===== src/rtl/word_serializer_tx.sv =====
// -----------------------------------------------------------------------------
// word_serializer_tx
//   Sending end of the word serial link. Takes WORD_W-bit words on a
//   valid/ready handshake and shifts them out one bit per bit_en cycle. It
//   drives a frame strobe and a last-bit marker so that the receiving
//   deserializer can rebuild the words.
//
//   Optional feature: define PARITY_EN before compiling to append one
//   even-parity bit (XOR of the data bits) after each word. ser_last then
//   marks the parity bit and a frame is WORD_W+1 bits long.
//
// Parameters
//   WORD_W     data bits per word (>= 2)
//   MSB_FIRST  1: bit WORD_W-1 goes out first; 0: bit 0 goes out first
//
// Ports
//   clk        rising-edge clock
//   rst_n      asynchronous active-low reset
//   in_valid   producer has a word
//   in_ready   transmitter takes a word this cycle
//   in_data    word, sampled when in_valid && in_ready
//   bit_en     bit-rate enable; serial state advances only when 1
//   ser_data   serial bit
//   ser_frame  1 while ser_data carries a frame bit
//   ser_last   1 on the final bit of a frame
// -----------------------------------------------------------------------------
module word_serializer_tx #(
  parameter int WORD_W    = 8,
  parameter bit MSB_FIRST = 1'b1
) (
  input  logic              clk,
  input  logic              rst_n,
  input  logic              in_valid,
  output logic              in_ready,
  input  logic [WORD_W-1:0] in_data,
  input  logic              bit_en,
  output logic              ser_data,
  output logic              ser_frame,
  output logic              ser_last
);

  localparam int              CNT_W    = $clog2(WORD_W + 1);
  localparam logic [CNT_W-1:0] LAST_CNT = CNT_W'(WORD_W - 1);

`ifdef PARITY_EN
  typedef enum logic [1:0] {IDLE, SHIFT, PARITY} state_t;
`else
  typedef enum logic {IDLE, SHIFT} state_t;
`endif

  state_t             state_q, state_d;
  logic [WORD_W-1:0]  shreg_q, shreg_d;
  logic [CNT_W-1:0]   cnt_q, cnt_d;
  logic               accept;
  logic               cur_bit;
  logic [WORD_W-1:0]  shifted;

`ifdef PARITY_EN
  logic               parity_q, parity_d;
`endif

  // The bit on the wire always sits at the leading end of the shift register.
  assign cur_bit = MSB_FIRST ? shreg_q[WORD_W-1] : shreg_q[0];
  assign shifted = MSB_FIRST ? {shreg_q[WORD_W-2:0], 1'b0}
                             : {1'b0, shreg_q[WORD_W-1:1]};

  assign ser_frame = (state_q != IDLE);

`ifdef PARITY_EN
  assign ser_data = ((state_q == SHIFT) && cur_bit) ||
                    ((state_q == PARITY) && parity_q);
  assign ser_last = (state_q == PARITY);
`else
  assign ser_data = (state_q == SHIFT) && cur_bit;
  assign ser_last = (state_q == SHIFT) && (cnt_q == LAST_CNT);
`endif

  // Ready also on the edge that consumes the final bit, so words can run
  // back to back without an idle cycle. Held low throughout reset.
  assign in_ready = rst_n && ((state_q == IDLE) || (ser_last && bit_en));
  assign accept   = in_valid && in_ready;

  always_comb begin
    state_d = state_q;
    shreg_d = shreg_q;
    cnt_d   = cnt_q;
`ifdef PARITY_EN
    parity_d = parity_q;
`endif
    if (accept) begin
      state_d = SHIFT;
      shreg_d = in_data;
      cnt_d   = '0;
`ifdef PARITY_EN
      parity_d = ^in_data;
`endif
    end else begin
      case (state_q)
        IDLE: ;
        SHIFT: begin
          if (bit_en) begin
            if (cnt_q == LAST_CNT) begin
`ifdef PARITY_EN
              // Counter parks on the last index while the parity bit goes out.
              state_d = PARITY;
              shreg_d = '0;
`else
              state_d = IDLE;
              shreg_d = '0;
              cnt_d   = '0;
`endif
            end else begin
              shreg_d = shifted;
              cnt_d   = cnt_q + 1'b1;
            end
          end
        end
`ifdef PARITY_EN
        PARITY: begin
          if (bit_en) begin
            state_d  = IDLE;
            cnt_d    = '0;
            parity_d = 1'b0;
          end
        end
`endif
        default: begin
          state_d = IDLE;
          shreg_d = '0;
          cnt_d   = '0;
        end
      endcase
    end
  end

  always_ff @(posedge clk or negedge rst_n) begin
    if (!rst_n) begin
      state_q <= IDLE;
      shreg_q <= '0;
      cnt_q   <= '0;
`ifdef PARITY_EN
      parity_q <= 1'b0;
`endif
    end else begin
      state_q <= state_d;
      shreg_q <= shreg_d;
      cnt_q   <= cnt_d;
`ifdef PARITY_EN
      parity_q <= parity_d;
`endif
    end
  end

endmodule

===== config.mk =====
export PLATFORM = sky130hd
export DESIGN_NAME = word_serializer_tx
export DESIGN_NICKNAME = d
export VERILOG_FILES = /design/src/rtl/word_serializer_tx.sv
export SDC_FILE = /design/constraint.sdc
export NUM_CORES = 1
export LEC_CHECK = 0
export CORE_MARGIN = 5
export CORE_UTILIZATION = 47
export DETAILED_ROUTE_END_ITERATION = 12
export GPL_ROUTABILITY_DRIVEN = 0
export PLACE_DENSITY_LB_ADDON = 0.2
export SLEW_MARGIN = 20
export SYNTH_ARGS = -nofsm -noshare
export SYNTH_HDL_FRONTEND = slang
export SYNTH_SLANG_ARGS = --single-unit

===== constraint.sdc =====
create_clock -name clk -period 1.9 [get_ports clk]
set_clock_uncertainty 0.1 [all_clocks]
set_input_delay 0.285 -clock clk [delete_from_list [all_inputs] [get_ports clk]]
set_output_delay 0.285 -clock clk [all_outputs]
set_load 0.01 [all_outputs]

==> results of run 1 <==
through the flow:
step	setup WS (ps)	setup TNS (ps)	hold slack (ps)	util [%]	instance area, µm²
final	69.2	0	249	71.1	960
after CTS	-32.7	-32.7	247	69.4	937
after floorplan	304	0	-111	-	692
after global placement	-106	-106	421	66.3	895
after global routing	6.50	0	246	71.1	960
after detailed placement	-175	-175	431	66.3	895
cell families after synthesis:
kind of cell / count (synthesis) / share of synthesized area [%]
flops: 13 / 47.0
simple gates: 24 / 18.6
fa+ha+maj: 1 / 1.81
mux: 8 / 12.8
buf+inv: 6 / 5.42
compound gates: 14 / 14.3
cell usage in the layout (no fill, tap or decap):
master and instances:
nand2_2 1, and3b_1 1, clkbuf_2 1, or3_1 1, clkdlybuf4s15_1 1, nand4b_1 1
mux2_2 7, dfrtp_2 1, clkdlybuf4s50_1 13, nand2_1 6, buf_4 13, o21ai_0 2
or4_1 1, ha_4 1, clkbuf_4 3, o211ai_1 1, clkbuf_1 1, inv_1 1
a21oi_1 4, o2bb2ai_1 7, and2_1 3, mux2i_1 1, dfrtp_1 12, nand3_1 10
per-layer routing:
| layer | part of all wire (%) | vias to the layer above | GRT usage (%) | routed length, µm |
|---|---|---|---|---|
| li1 | - | 302 | - | - |
| met1 | 45 | 283 | 15.7 | 660 |
| met2 | 45 | 23 | 20.0 | 659 |
| met3 | 8.0 | 2 | 4.89 | 116 |
| met4 | 1.5 | 0 | 8.29 | 22 |
| met5 | 0 | - | 0 | 0 |
worst max-delay path: stages (launching register included):
cell	delay (ps)
dfrtp_1	410
ha_4	180
and3b_1	200
and2_1	150
clkdlybuf4s15_1	220
sequential cells by signal, indices dropped and copies added (netlist names):
name	cells
shreg_q	8
cnt_q	4
ser_frame	1
cell type report:
cell class | instances | area, µm²
Sequential cell | 13 | 327
Fill cell | 110 | 390
Inverter | 1 | 3.75
Tap cell | 15 | 18.8
Clock buffer | 4 | 26.3
Multi-Input combinational cell | 47 | 342
Timing Repair Buffer | 28 | 243
what timing repair did:
action,in CTS,in global routing
hold buffers,0,0
buffers inserted,2,2
setup endpoints to repair,3,2
gates resized for setup,4,4
pin swaps,1,1
worst min-delay path by stage:
stage / startpoint / to / slack (ps) / cells past startpoint
finish: rst_n / ser_frame / 250 / 2
global route: rst_n / shreg_q[3] / 250 / 2
CTS: rst_n / ser_frame / 250 / 2
detailed placement: shreg_q[0] / shreg_q[0] / 430 / 2
global placement: shreg_q[0] / shreg_q[0] / 420 / 2
floorplan: rst_n / cnt_q[0] / -110 / 0
power breakdown:
group          switching, mW  internal, mW
registers             0.0856         0.381
clock network         0.0946        0.0816
logic                  0.179         0.286
==> metrics.md, run 1 <==
| Metric | Value |
|---|---|
| Largest area contributor in the netlist | `dfrtp_1` |
| CTS tree | `done` |
| Worst Hold Class | `in2async` |
| Most used DFF post-synth | `dfrtp_1` |
| Fin. Hold Viols | `0` |
| Slew @ Worst Pin | `approximately 120 ps` |
| Share of the synthesized area in the top cell type | `47.0%` |
| Die width | `around 48 µm` |
| Placement row count | `13` |
| Worst Setup EP | `ser_last` |
| Final Max Slew Viols | `0` |
| EDFF count, synth | `0` |
| Mapped cell area | `slightly below 700 µm²` |
| Synth Area per Inst | `10.5 µm²` |
| Maximum VDD drop | `0.655 mV` |
| Critical path type | `reg2out` |
| Slew HR | `roughly 90%` |
| Distinct cells, synth | `20` |
| DRC | `0` |
| Post-DP HPWL | `around 1.1 mm` |
| Launching element type of the critical path | `flop` |
| Post-Syn Nets | `79` |
| Initial Util | `51.3%` |
| Grt ovf | `0` |
| YS warnings | `0` |
| Via count | `between 600 and 700` |
| ANT nets after route | `0` |
| Status | `completed` |
| Top cells by count, synth | `13 x dfrtp_1, 10 x nand3_1, 7 x mux2_2, 7 x o2bb2ai_1, 6 x nand2_1` |
| R2R cell count | `5` |
| Via density | `5.65` |
| Max-Cap Viols | `0` |
| Placed Cells | `100` |
| Drt pass-1 iters | `5` |
| Post-synthesis sequential area ratio | `a little under half` |
| Area contributors post-synth | `dfrtp_1 47%, mux2_2 11%, o2bb2ai_1 8.9%` |
| R2R setup slack | `290 ps` |
| Clock-pin slew on the worst setup and hold paths | `80 ps` |
| Crit path from | `cnt_q[0]` |
| IO Pins | `16` |
| Layout Cells excl Fill | `108` |
| Core outline area | `1350 µm²` |
| Number of global-route vias before repair | `between 500 and 600` |
| CTS max path bufs | `2` |
| Gr usage total | `13.3%` |
| Most numerous cell in the Yosys netlist | `dfrtp_1` |
| Post-layout nets | `107` |
| Max H-tree Level | `1` |
| CTS Buf Count | `3` |
| Worst skew pair latency | `280 ps` |
| Fmax | `around 550 MHz` |
| Drt initial violations | `26` |
| Root Buffer Master | `clkbuf_4` |
| Crit path DAT | `1450 ps` |
| Seq cells post-synth | `13` |
| Clock sinks | `13` |
| Area grow syn2layout | `38.7%` |
| Die Y | `about 48 µm` |
| Leak | `0.427 nW` |
| Pwr dens | `around 1200 nW/µm²` |
| Critical path data required time | `1510 ps` |
| Share of cells above drive strength 1 | `29.0%` |
| Final min period | `roughly 1800 ps` |
| CP endpoint kind | `output pin` |
| IO Port Bufs | `15` |
| Worst Path Max Fanout | `4` |
| Final wirelength | `1.46 mm` |
| Overall power | `1.11 mW` |
| Antenna violations before repair | `0` |
| # setup viols final | `0` |
| First-pass GRT wire length | `2.41 mm` |
| Mapped Cells | `66` |
| Routed length per placed instance | `13.5 µm` |
| Final period util | `roughly 96%` |
| Die area | `2340 µm²` |
| Largest net degree at the start of global routing | `11` |
| Worst R2R End | `shreg_q[1]` |
| Asr flop ratio synth | `100%` |
| ANT cells | `0` |
| R2r startpoint | `cnt_q[0]` |
| RSZ-0062 raised after global routing | `false` |
Power figures use the tool's default switching activity.
==> inputs of run 2 (changes only) <==
- SKIP_CTS_REPAIR_TIMING: default -> 1
==> run 2 against run 1 <==
  * Maximum frequency is 0.12% higher
  * Clock power about the same
  * Via count decreased by 2.0%
  * Utilization down 0.37 points
  * Critical path depth decreased by 2
  * Cell area down 0.52%
  * Die area unchanged
  * Worst setup slack gained 2.1 ps
  * Clock-buffer cell count unchanged
  * First-iteration DRC count up 3.8%
  * Sequential share of layout area grew 0.18 points
  * Critical path type unchanged
  * Largest power group unchanged
  * Highest routed layer unchanged
==> metrics.md, run 2 (same netlist as run 1, synthesis figures left out) <==
| Metric | Value |
|---|---|
| Worst skew pair latency | `280 ps (about the same)` |
| Layout Utilization | `70.7% (-0.37 points)` |
| Worst R2R End | `shreg_q[1]` |
| Biggest register | `shreg_q` |
| Launching element type of the critical path | `flop` |
| Clock-pin slew on the worst setup and hold paths | `90 ps (about the same)` |
| # setup viols final | `0 (unchanged)` |
| Area grow syn2layout | `38.0%` |
| R2R setup slack | `270 ps (-20 ps)` |
| Leading cell type in the layout, fill and taps excluded | `clkdlybuf4s50_1` |
| Final wirelength | `1.46 mm (+0.41%)` |
| Placement row count | `13 (unchanged)` |
| Initial Util | `51.3% (unchanged)` |
| Drt initial violations | `27 (+3.8%)` |
| Slew @ Worst Pin | `165 ps (+43.9 ps)` |
| Via count | `598 (-2.0%)` |
| Die area | `2340 µm² (unchanged)` |
| Share of cells above drive strength 1 | `26.4% (-2.7 points)` |
| Max H-tree Level | `1 (unchanged)` |
| Grt ovf | `0 (unchanged)` |
| Clock power share | `16.4% (+0.5 points)` |
| Placed instance area | `895 µm² (unchanged)` |
| Fin area | `955 µm² (-0.52%)` |
| Fmax | `547 MHz (+0.12%)` |
| Net Sw Power | `355 µW (-1.0%)` |
| Sw Ratio | `32.8% (+0.41 points)` |
| Post-place setup slack | `-175 ps (unchanged)` |
| ANT cells | `0 (unchanged)` |
| CTS tree | `done` |
| Largest net degree at the start of global routing | `11 (unchanged)` |
| Die width | `48.4 µm (unchanged)` |
| Worst Hold Class | `in2async` |
| Multi-input gate area | `342 µm² (unchanged)` |
| Final Max Slew Viols | `0 (unchanged)` |
| Max FFs per register | `8 (unchanged)` |
| Slew HR | `89.0% (-2.7 points)` |
| Via density | `5.64 (-0.12%)` |
| Drt pass-1 iters | `6 (+1)` |
| Die Y | `48.4 µm (unchanged)` |
| CTS max path bufs | `2 (unchanged)` |
| Gr usage total | `13.1% (-0.13 points)` |
| Commonest non-fill, non-tap cells in the layout | `13 x clkdlybuf4s50_1, 12 x dfrtp_1, 11 x buf_4` |
| Pwr dens | `1130 nW/µm² (-1.7%)` |
| Gate power share | `40.0% (-1.9 points)` |
| RSZ-0062 raised after global routing | `false` |
| Sequential Power Share | `43.6% (+1.4 points)` |
| Root Buffer Master | `clkbuf_4` |
| Crit path DAT | `1440 ps (about the same)` |
| Critical path data required time | `1510 ps (about the same)` |
| Fin. Hold Viols | `0 (unchanged)` |
| IO Port Bufs | `15 (unchanged)` |
| Antenna violations before repair | `0 (unchanged)` |
| P_int | `728 µW (-2.8%)` |
| Final min period | `1830 ps (-2.14 ps)` |
| Critical path type | `reg2out` |
| R2R cell count | `5 (unchanged)` |
| Fill cell count | `110 (unchanged)` |
| Core outline area | `1350 µm² (unchanged)` |
| Post-DP HPWL | `1.08 mm (unchanged)` |
| R2r startpoint | `cnt_q[0]` |
| Leak | `0.451 nW (+5.6%)` |
| Max-Cap Viols | `0 (unchanged)` |
| Worst Path Max Fanout | `9 (+5)` |
| CP endpoint kind | `output pin` |
| Final period util | `96.2% (-0.11 points)` |
| Status | `completed` |
| Maximum VDD drop | `0.664 mV (+1.3%)` |
| Post-layout nets | `105 (-1.9%)` |
| ANT nets after route | `0 (unchanged)` |
| DRC | `0 (unchanged)` |
| Final WS setup | `71.3 ps (+2.14 ps)` |
| CTS Buf Count | `3 (unchanged)` |
| Storage cell area | `327 µm² (unchanged)` |
| Number of global-route vias before repair | `550 (-1.4%)` |
| Routed length per placed instance | `13.8 µm (+2.3%)` |
| First-pass GRT wire length | `2.38 mm (-1.2%)` |
| Clock sinks | `13 (unchanged)` |
| IO Pins | `16 (unchanged)` |
==> run 2: changes by cell type in the layout (fill, tap and decap cells not counted) <==
cell             before  now
dlymetal6s2s_1        0    2
buf_4                13   11
clkbuf_2              1    0
clkdlybuf4s15_1       1    0
==> run 2: how the worst max path moves through the flow <==
stage,from,to,slack [ps],depth (start not counted)
global route,ser_frame,ser_frame,7,2
detailed placement,bit_en,in_ready,-170,5
finish,ser_frame,ser_frame,70,2
global placement,bit_en,in_ready,-110,5
CTS,cnt_q[0],in_ready,-330,5
floorplan,cnt_q[0],shreg_q[1],300,5
==> run 2: layout make-up <==
type                       instances  share of cell area, %
timing repair buffer              26                   24.9
sequential                        13                   34.2
clock buffer                       4                   2.75
inverter                           1                  0.393
multi-input combinational         47                   35.8
tap                               15                   1.97
==> run 2: metrics by stage <==
step	hold slack, ps	power (mW)	setup TNS (ps)	cells
finish	245	1.08	0	106
global placement	421	0.850	-106	100
floorplan	-111	0.710	0	66
detailed placement	431	0.860	-175	100
CTS	247	1.04	-601	104
global route	246	1.16	0	106
==> run 2: power by group through the flow <==
stage | registers [mW] | clock network (mW) | logic, mW
floorplan | 0.446 | 0 | 0.265
global placement | 0.464 | 0 | 0.386
detailed placement | 0.463 | 0 | 0.397
CTS | 0.459 | 0.182 | 0.400
global route | 0.489 | 0.196 | 0.479
finish | 0.472 | 0.178 | 0.433
==> run 2: worst max-delay path, stage by stage (launching register included) <==
cell and delay (ps):
dfrtp_2 440, buf_4 180, clkdlybuf4s50_1 540
==> run 2: layer usage <==
layer  part of all wire, %  global-route usage (%)  up-vias
met2                    46                    19.8       26
met1                    44                    15.7      275
met5                     0                       0        -
met4                  0.27                    8.29        0
li1                      -                       -      295
met3                   9.8                    4.59        2
